## config.mk

```make
export PLATFORM = sky130hd
export DESIGN_NAME = pipelined_adder
export DESIGN_NICKNAME = d
export VERILOG_FILES = /design/src/rtl/pipelined_adder.sv
export SDC_FILE = /design/constraint.sdc
export NUM_CORES = 1
export LEC_CHECK = 0
export CAP_MARGIN = 10
export CORE_ASPECT_RATIO = 0.9
export CORE_MARGIN = 10
export CORE_UTILIZATION = 52
export DETAILED_ROUTE_END_ITERATION = 7
export PLACE_DENSITY = 0.76
export SETUP_SLACK_MARGIN = 0.3
export SLEW_MARGIN = 10
export SYNTH_ARGS = -nofsm -noshare
export SYNTH_HDL_FRONTEND = slang
export SYNTH_SLANG_ARGS = --single-unit
```

## constraint.sdc

```tcl
create_clock -name clk -period 15.86 [get_ports clk]
set_clock_uncertainty 0.05 [all_clocks]
set_input_delay 3.172 -clock clk [delete_from_list [all_inputs] [get_ports clk]]
set_output_delay 3.172 -clock clk [all_outputs]
set_load 0.02 [all_outputs]
```

## src/rtl/pipelined_adder.sv

```systemverilog
// Pipelined WIDTH-bit adder resolving one SW-bit slice per stage, with valid/ready flow control.
// Optional subtract mode is built when ADDER_SUB_EN is defined; the default build is add-only.
module pipelined_adder #(
  parameter int WIDTH  = 64,
  parameter int STAGES = 4
) (
  input  logic             clk,
  input  logic             rst,
  input  logic             in_valid,
  output logic             in_ready,
  input  logic [WIDTH-1:0] x,
  input  logic [WIDTH-1:0] y,
  input  logic             cin,
`ifdef ADDER_SUB_EN
  input  logic             sub,
`endif
  output logic             out_valid,
  input  logic             out_ready,
  output logic [WIDTH-1:0] s,
  output logic             cout,
  output logic             ovf
);

  localparam int SW = WIDTH / STAGES;

  // Stage k holds a token whose slices below k are resolved, plus the carry into slice k.
  logic [STAGES-1:0]            valid_q,  valid_d;
  logic [STAGES-1:0][WIDTH-1:0] opA_q,    opA_d;
  logic [STAGES-1:0][WIDTH-1:0] opB_q,    opB_d;
  logic [STAGES-1:0][WIDTH-1:0] sumAcc_q, sumAcc_d;
  logic [STAGES-1:0]            carry_q,  carry_d;
`ifdef ADDER_SUB_EN
  logic                         sub_q,    sub_d;
`endif

  logic             outValid_q, outValid_d;
  logic [WIDTH-1:0] s_q,        s_d;
  logic             cout_q,     cout_d;
  logic             ovf_q,      ovf_d;

  logic [STAGES-1:0][WIDTH-1:0] opBEff;
  logic [STAGES-1:0]            carryEff;
  logic [STAGES-1:0][SW-1:0]    sliceSum;
  logic [STAGES-1:0]            sliceCarry;
  logic                         adv;

  assign adv      = !outValid_q || out_ready;
  assign in_ready = adv;

  always_comb begin
    opBEff   = opB_q;
    carryEff = carry_q;
`ifdef ADDER_SUB_EN
    if (sub_q) begin
      opBEff[0]   = ~opB_q[0];
      carryEff[0] = carry_q[0] ^ 1'b1;
    end
`endif
    for (int k = 0; k < STAGES; k++) begin
      {sliceCarry[k], sliceSum[k]} = {1'b0, opA_q[k][k*SW +: SW]}
                                   + {1'b0, opBEff[k][k*SW +: SW]}
                                   + {{SW{1'b0}}, carryEff[k]};
    end

    valid_d[0]  = in_valid;
    opA_d[0]    = x;
    opB_d[0]    = y;
    carry_d[0]  = cin;
    sumAcc_d[0] = '0;
`ifdef ADDER_SUB_EN
    sub_d       = sub;
`endif
    for (int k = 1; k < STAGES; k++) begin
      valid_d[k]  = valid_q[k-1];
      opA_d[k]    = opA_q[k-1];
      opB_d[k]    = opBEff[k-1];
      carry_d[k]  = sliceCarry[k-1];
      sumAcc_d[k] = sumAcc_q[k-1];
      sumAcc_d[k][(k-1)*SW +: SW] = sliceSum[k-1];
    end

    outValid_d = valid_q[STAGES-1];
    s_d        = sumAcc_q[STAGES-1];
    s_d[(STAGES-1)*SW +: SW] = sliceSum[STAGES-1];
    cout_d     = sliceCarry[STAGES-1];
    // Equivalent to carry-out xor carry-into-MSB: same-sign operands giving an opposite-sign result.
    ovf_d      = (opA_q[STAGES-1][WIDTH-1] == opBEff[STAGES-1][WIDTH-1])
              && (s_d[WIDTH-1] != opA_q[STAGES-1][WIDTH-1]);
  end

  always_ff @(posedge clk or posedge rst) begin
    if (rst) begin
      valid_q    <= '0;
      opA_q      <= '0;
      opB_q      <= '0;
      sumAcc_q   <= '0;
      carry_q    <= '0;
`ifdef ADDER_SUB_EN
      sub_q      <= 1'b0;
`endif
      outValid_q <= 1'b0;
      s_q        <= '0;
      cout_q     <= 1'b0;
      ovf_q      <= 1'b0;
    end else if (adv) begin
      valid_q    <= valid_d;
      opA_q      <= opA_d;
      opB_q      <= opB_d;
      sumAcc_q   <= sumAcc_d;
      carry_q    <= carry_d;
`ifdef ADDER_SUB_EN
      sub_q      <= sub_d;
`endif
      outValid_q <= outValid_d;
      s_q        <= s_d;
      cout_q     <= cout_d;
      ovf_q      <= ovf_d;
    end
  end

  assign out_valid = outValid_q;
  assign s         = s_q;
  assign cout      = cout_q;
  assign ovf       = ovf_q;

endmodule

```

After elaboration in Yosys (flattened, before gate mapping)
Index checks and enable logic that the tools add are counted.

cells by class
  div/mod/pow operators = 0
  muxes and demuxes = 0
  multipliers = 0
  add/subtract/negate cells = 8
  shift operators = 0
  bitwise gates (word level) = 0
  $lt $le $gt $ge = 0
  eq/ne operators = 2
  reduce and logical (&&, ||, !) cells = 3

operators with widths
  operator                                   count
  16-bit by 16-bit adder with 17-bit output  4
  17-bit by 1-bit adder with 17-bit output   4
  1-bit == test                              1
  1-bit logical AND                          1
  1-bit zero test                            1
  1-bit logical OR                           1
  1-bit != test                              1

storage, ports and cells
  bits in registers = 683
  RAM bits = 0
  memories kept = 0
  latch bits = 0
  output and inout bits = 68
  ROM bits = 0

Depth between registers and ports, before layout
Gate-level depths: netlist of run 1.

  word-level depth = 4
  depth in mapped cells = 9
  mapped depth without buffers = 9

Worst setup path after synthesis of run 1
No wires, ideal clock.

  path type = input -> output
  from = input port out_ready
  to = output port in_ready
  required time = 12.638 ns
  cell stages on the path = 4
  arrival time = 3.990 ns
  buffers on the path = 2
  slack = 8.648 ns
  cell sequence = nor2b_1 > inv_2 > clkbuf_1 > buf_1

between the ends
  longest elaborated chain between the ends = 1

ends and longest elaborated chain
  item              line  source
  from (decl)       18    input logic out_ready,
  1-bit logical OR  47    assign adv = !outValid_q || out_ready;
  to (decl)         10    output logic in_ready,

No other way between the ends.

Final worst setup path of run 1
Ends and elaborated chain as after synthesis.

==> results.tsv, run 1 <==
metric	value	unit
fin_setup_tns	0	ns
drt_first_iter_violations	1235	
ir_drop	0.113	mV
die_height	210	um
wl_per_cell	14.4	um
ctsLongestPathBuffers	3	
place_area	23300	um^2
synth-seq-cells	491	
cts_buffers	49	
cp-start-kind	input pin	
cp.required	12.64	ns
clk_pin_slew	0.06	ns
ctsRootBufferMaster	clkbuf_16	
async_reset_ff_frac	1.00	
syn_area	20900	um^2
status	complete, no violations	
critPathMaxStageDelay	0.76	ns
wirelength	44600	um
regArea	12300	um^2
diodes	0	
nets	2728	
port-buffer-count	200	
period_minus_slack	8.90	ns
synth_cell_type_count	59	
final-hold-violation-count	0	
htree_levels	2	
ant_nets	0	
critPathBufInv	4	
arrival	5.68	ns
ios	201	
start_util	0.527	
period_share	0.561	
vias	15800	
clkSinkCount	491	
setup_viol	0	
synth.area.top_cells	dfrtp_1 59%, nand2_1 24%, ha_1 3.6%	
cp_cell_sequence	clkdlybuf4s50_1, nor2b_4, buf_4, inv_8, clkdlybuf4s50_1	
slew_headroom	0.162	
ys.flop_type	dfrtp_1	
finalMaxSlewViolations	0	
antenna_found_initial	0	
globalplace.congestion	0.858	
multi_input_area	8120	um^2
yosys.area.top_type	dfrtp_1	
fillerInstances	3270	
final_area	25000	um^2
rows	69	
clk_latency	0.58	ns
p_leak	12.8	nW
worstSetupPathType	in2out	
setup_slack	6.96	ns
grt_max_degree	247	
preCtsSetupSlack	7.03	ns
grt_usage	0.185	
die_area	48600	um^2
end_kind	primary output	
critPathMostFrequentCell	clkdlybuf4s50_1	
cp_slowest_cell	clkdlybuf4s50_1	
synth_seq_area_share	0.588	
drive_above_1_share	0.0402	
power_density	216	nW/um^2
die_w	231	um
yosys_warnings	0	
first_global_vias	15700	
whs	0.414	ns
grt-ovfl-total	0	
syn_to_final_growth	19.6	%
postSynthCellCount	2374	
tritoncts	done	
drc	0	
synth-edff-count	0	
core	39600	um^2
max_freq	0.112	GHz
synth_nets	2575	
crit_family	buffers and inverters	
dr.pass1.iters	6	
max_slew.worst_pin.slew	1.26	ns
cp_max_fo	175	
rsz0062_at_grt	false	
grt_pass1_wl	76200	um
dp_hpwl	28900	um
synth_top_area_share	0.588	
avgSynthCellArea	8.80	um^2
drv_cap	0	
layout.core_utilization	0.631	
postCtsSetupBuffers	0	
hold_buffers	0	
postCtsResizedCells	0	
via_per_inst	5.10	
hp-class	reg2reg	
## area by class of cell
class	count	area share
Clock buffer	67	0.0563
Clock inverter	19	0.0122
Inverter	24	0.00405
Multi-Input combinational cell	1749	0.325
Sequential cell	491	0.491
Tap cell	532	0.0266
Timing Repair Buffer	212	0.0847
## synthesized netlist by cell type (all sizes together) (3+ instances only)
library cell and count:
nand4 5, nor3 17, xor2 16, o21bai 7, a211oi 8, fa 8
a31o 3, a2111oi 3, dfrtp 491, nand3 6, nor2 42, a21oi 50
and3 3, o21a 7, inv 24, o211ai 7, xnor2 29, a21o 17
a21boi 5, nand2b 7, clkbuf 97, nand2 1341, buf 13, ha 60
o21ai 58, a31oi 7, o31ai 12
## worst paths after layout
kind / end / slack [ns] / depth (start not counted) / from
worst max-delay path: in_ready / 6.96 / 5 / out_ready
worst min-delay path: opBEff[178] / 0.41 / 2 / opBEff[178]
worst max register to register: carryEff[3] / 11.63 / 7 / out_valid
worst min register to register: opBEff[178] / 0.41 / 2 / opBEff[178]
max in group asynchronous: opA_d[99] / 10.32 / 4 / rst
min in group asynchronous: s[3] / 3.10 / 2 / rst
## sequential cells by signal, summed over array words and instances, names as in the netlist
| register | count |
|---|---|
| carryEff | 4 |
| valid_q | 4 |
| sumAcc_d | 48 |
| cout | 1 |
| s_d | 48 |
| opA_d | 144 |
| out_valid | 1 |
| opBEff | 160 |
| opA_q | 16 |
| ovf | 1 |
| s | 64 |
## worst min-delay path: cells and delay by family (launching register included)
kind	cells	cell delay (ns)
flops	1	0.34
simple gates	2	0.10
## metrics by stage
step / total power, W / instances
floorplan: 0.00356 / 2374
global placement: 0.00407 / 3008
detailed placement: 0.00418 / 3008
CTS: 0.00544 / 3094
global route: 0.00582 / 3094
finish: 0.00539 / 3094
## routing by layer
metal	vias up	routed length, um	track usage
met3	64	2200	0.0313
met5	-	0	0
met2	354	21500	0.304
li1	7795	-	-
met4	0	838	0.0519
met1	7576	20100	0.248
## layout by cell type, fill, tap and decap left out, types with 17 or more instances in the layout
master / n
xnor2_1: 29
a21oi_1: 48
nor2_1: 42
a21o_1: 17
dfrtp_1: 491
ha_1: 60
inv_1: 22
nand2_1: 1341
o21ai_0: 42
clkbuf_16: 51
clkdlybuf4s50_1: 200
nor3_1: 17
## kinds of logic after synthesis
group,after synthesis,synth area share
simple gates,1435,0.263
flops,491,0.588
compound gates,199,0.0613
buf+inv,134,0.0241
fa+ha+maj,68,0.0436
xor+xnor,45,0.0189
mux,2,0.00102
## power breakdown
group / total, W / internal (W) / switching, W
sequential: 0.00212 / 0.00180 / 0.000319
combinational: 0.00205 / 0.000843 / 0.00121
clock: 0.00122 / 0.000749 / 0.000475
No activity file was read; power rests on OpenSTA's default activity.
==> run 2: changes to the inputs <==
==> constraint.sdc (replaced) <==
create_clock -name clk -period 7.5 [get_ports clk]
set_clock_uncertainty 0.05 [all_clocks]
set_input_delay 1.5 -clock clk [delete_from_list [all_inputs] [get_ports clk]]
set_output_delay 1.5 -clock clk [all_outputs]
set_load 0.02 [all_outputs]
==> results.tsv, run 2 (synthesized netlist as in run 1, its figures left out) <==
metric	value	unit	change
status	complete, no violations		unchanged
wl_per_cell	14.2	um	was 14.4 um
max_freq	0.202	GHz	
whs	0.409	ns	was 0.414 ns
grt_pass1_wl	75000	um	was 76200 um
tritoncts	done		unchanged
port-buffer-count	200		unchanged
met1_length	20400	um	was 20100 um
cts_buffers	49		unchanged
dp_hpwl	28700	um	was 28900 um
final_cell_mix	1341 x nand2_1, 491 x dfrtp_1, 200 x clkdlybuf4s50_1		unchanged
fin_setup_tns	0	ns	unchanged
diodes	0		unchanged
postCtsResizedCells	0		unchanged
largest_register_ffs	160		unchanged
power_density	453	nW/um^2	was 216 nW/um^2
ctsLongestPathBuffers	3		unchanged
dr.pass1.iters	5		was 6
cp_slowest_cell	clkdlybuf4s50_1		unchanged
period_minus_slack	4.94	ns	
ctsRootBufferMaster	clkbuf_16		unchanged
via_per_inst	5.04		was 5.10
rsz0062_at_grt	false		unchanged
critPathBufInv	3		was 4
preCtsSetupSlack	2.51	ns	was 7.03 ns
clk_latency	0.57	ns	was 0.58 ns
die_area	48600	um^2	unchanged
drc	0		unchanged
hold_buffers	0		unchanged
grt_max_degree	251		was 247
p_leak	12.8	nW	about the same
die_height	210	um	unchanged
cp-start-kind	input pin		unchanged
arrival	3.39	ns	was 5.68 ns
dr_wl_met2	20600	um	was 21500 um
ant_nets	0		unchanged
worstSetupPathType	in2out		unchanged
htree_levels	2		unchanged
critPathMaxStageDelay	0.75	ns	was 0.76 ns
end_kind	primary output		unchanged
ir_drop	0.386	mV	was 0.113 mV
slew_headroom	0.247		was 0.162
rows	69		unchanged
max_slew.worst_pin.slew	1.13	ns	was 1.26 ns
grt-ovfl-total	0		unchanged
first_global_vias	15400		was 15700
cp_cell_sequence	clkdlybuf4s50_1, nor2b_4, inv_8, clkdlybuf4s50_1		was clkdlybuf4s50_1, nor2b_4, buf_4, inv_8, clkdlybuf4s50_1
layout_commonest_cell	nand2_1		unchanged
start_util	0.527		unchanged
globalplace.congestion	0.816		was 0.858
period_share	0.659		
crit_family	buffers and inverters		unchanged
fillerInstances	3283		was 3270
core	39600	um^2	unchanged
die_w	231	um	unchanged
met3_length	2050	um	was 2200 um
setup_slack	2.56	ns	was 6.96 ns
ios	201		unchanged
syn_to_final_growth	19.5	%	was 19.6%
drt_first_iter_violations	1224		was 1235
wirelength	44000	um	was 44600 um
cp.required	5.95	ns	was 12.64 ns
vias	15600		was 15800
critPathMostFrequentCell	clkdlybuf4s50_1		unchanged
clkSinkCount	491		unchanged
drive_above_1_share	0.0394		was 0.0402
hp-class	reg2reg		unchanged
drv_cap	0		unchanged
nets	2727		was 2728
finalMaxSlewViolations	0		unchanged
cp_max_fo	154		was 175
final-hold-violation-count	0		unchanged
highest_layer	met4		unchanged
clk_pin_slew	0.06	ns	about the same
setup_viol	0		unchanged
grt_usage	0.181		was 0.185
postCtsSetupBuffers	0		unchanged
antenna_found_initial	0		unchanged
run 2: cell types whose count changed in the layout (fill, tap and decap cells not counted), sizes merged:
cell	previous run	this run
buf	12	11
bufinv	8	5
inv	25	24
clkinvlp	2	3
clkinv	8	6
clkbuf	67	73
run 2: tightest hold or removal path, cell delays in order, from the launching register on:
cell and delay [ns]:
dfrtp_1 0.34, nand2_1 0.05, nand2_1 0.06
run 2: where the power goes:
| part | switching [W] | total [W] | internal (W) |
|---|---|---|---|
| Combinational | 0.00254 | 0.00432 | 0.00178 |
| Sequential | 0.000657 | 0.00447 | 0.00381 |
| Clock | 0.000998 | 0.00252 | 0.00152 |
| Total | 0.00420 | 0.0113 | 0.00711 |
run 2: worst paths after layout:
check | startpoint | to | slack, ns | cells past startpoint
min | opBEff[123] | opBEff[187] | 0.41 | 2
max | out_ready | in_ready | 2.56 | 4
max in group asynchronous | rst | opA_d[82] | 4.80 | 3
min reg2reg | opBEff[123] | opBEff[187] | 0.41 | 2
max reg2reg | out_valid | s_d[35] | 4.18 | 6
min in group asynchronous | rst | s[3] | 1.27 | 2
run 2: stage by stage:
stage          instances  utilization  power [W]  cell area (um^2)
2_1_floorplan       2374            -    0.00752             20900
3_3_place_gp        3007        0.588    0.00863             23300
3_5_place_dp        3007        0.588    0.00884             23300
4_1_cts             3094        0.630     0.0114             25000
5_1_grt             3094        0.630     0.0122             25000
6_report            3094        0.630     0.0113             25000
run 2: layout make-up:
cell class,instances,area (um^2),area share
multi-input combinational,1749,8120,0.325
clock inverter,14,204,0.00817
timing repair buffer,211,2120,0.0850
inverter,24,101,0.00406
sequential,491,12300,0.492
tap,532,666,0.0267
clock buffer,73,1470,0.0588
run 2: layer usage:
metal / vias to the layer above / GRT usage
met5: - / 0
met3: 61 / 0.0321
met1: 7422 / 0.245
met2: 308 / 0.298
li1: 7796 / -
met4: 0 / 0.0456
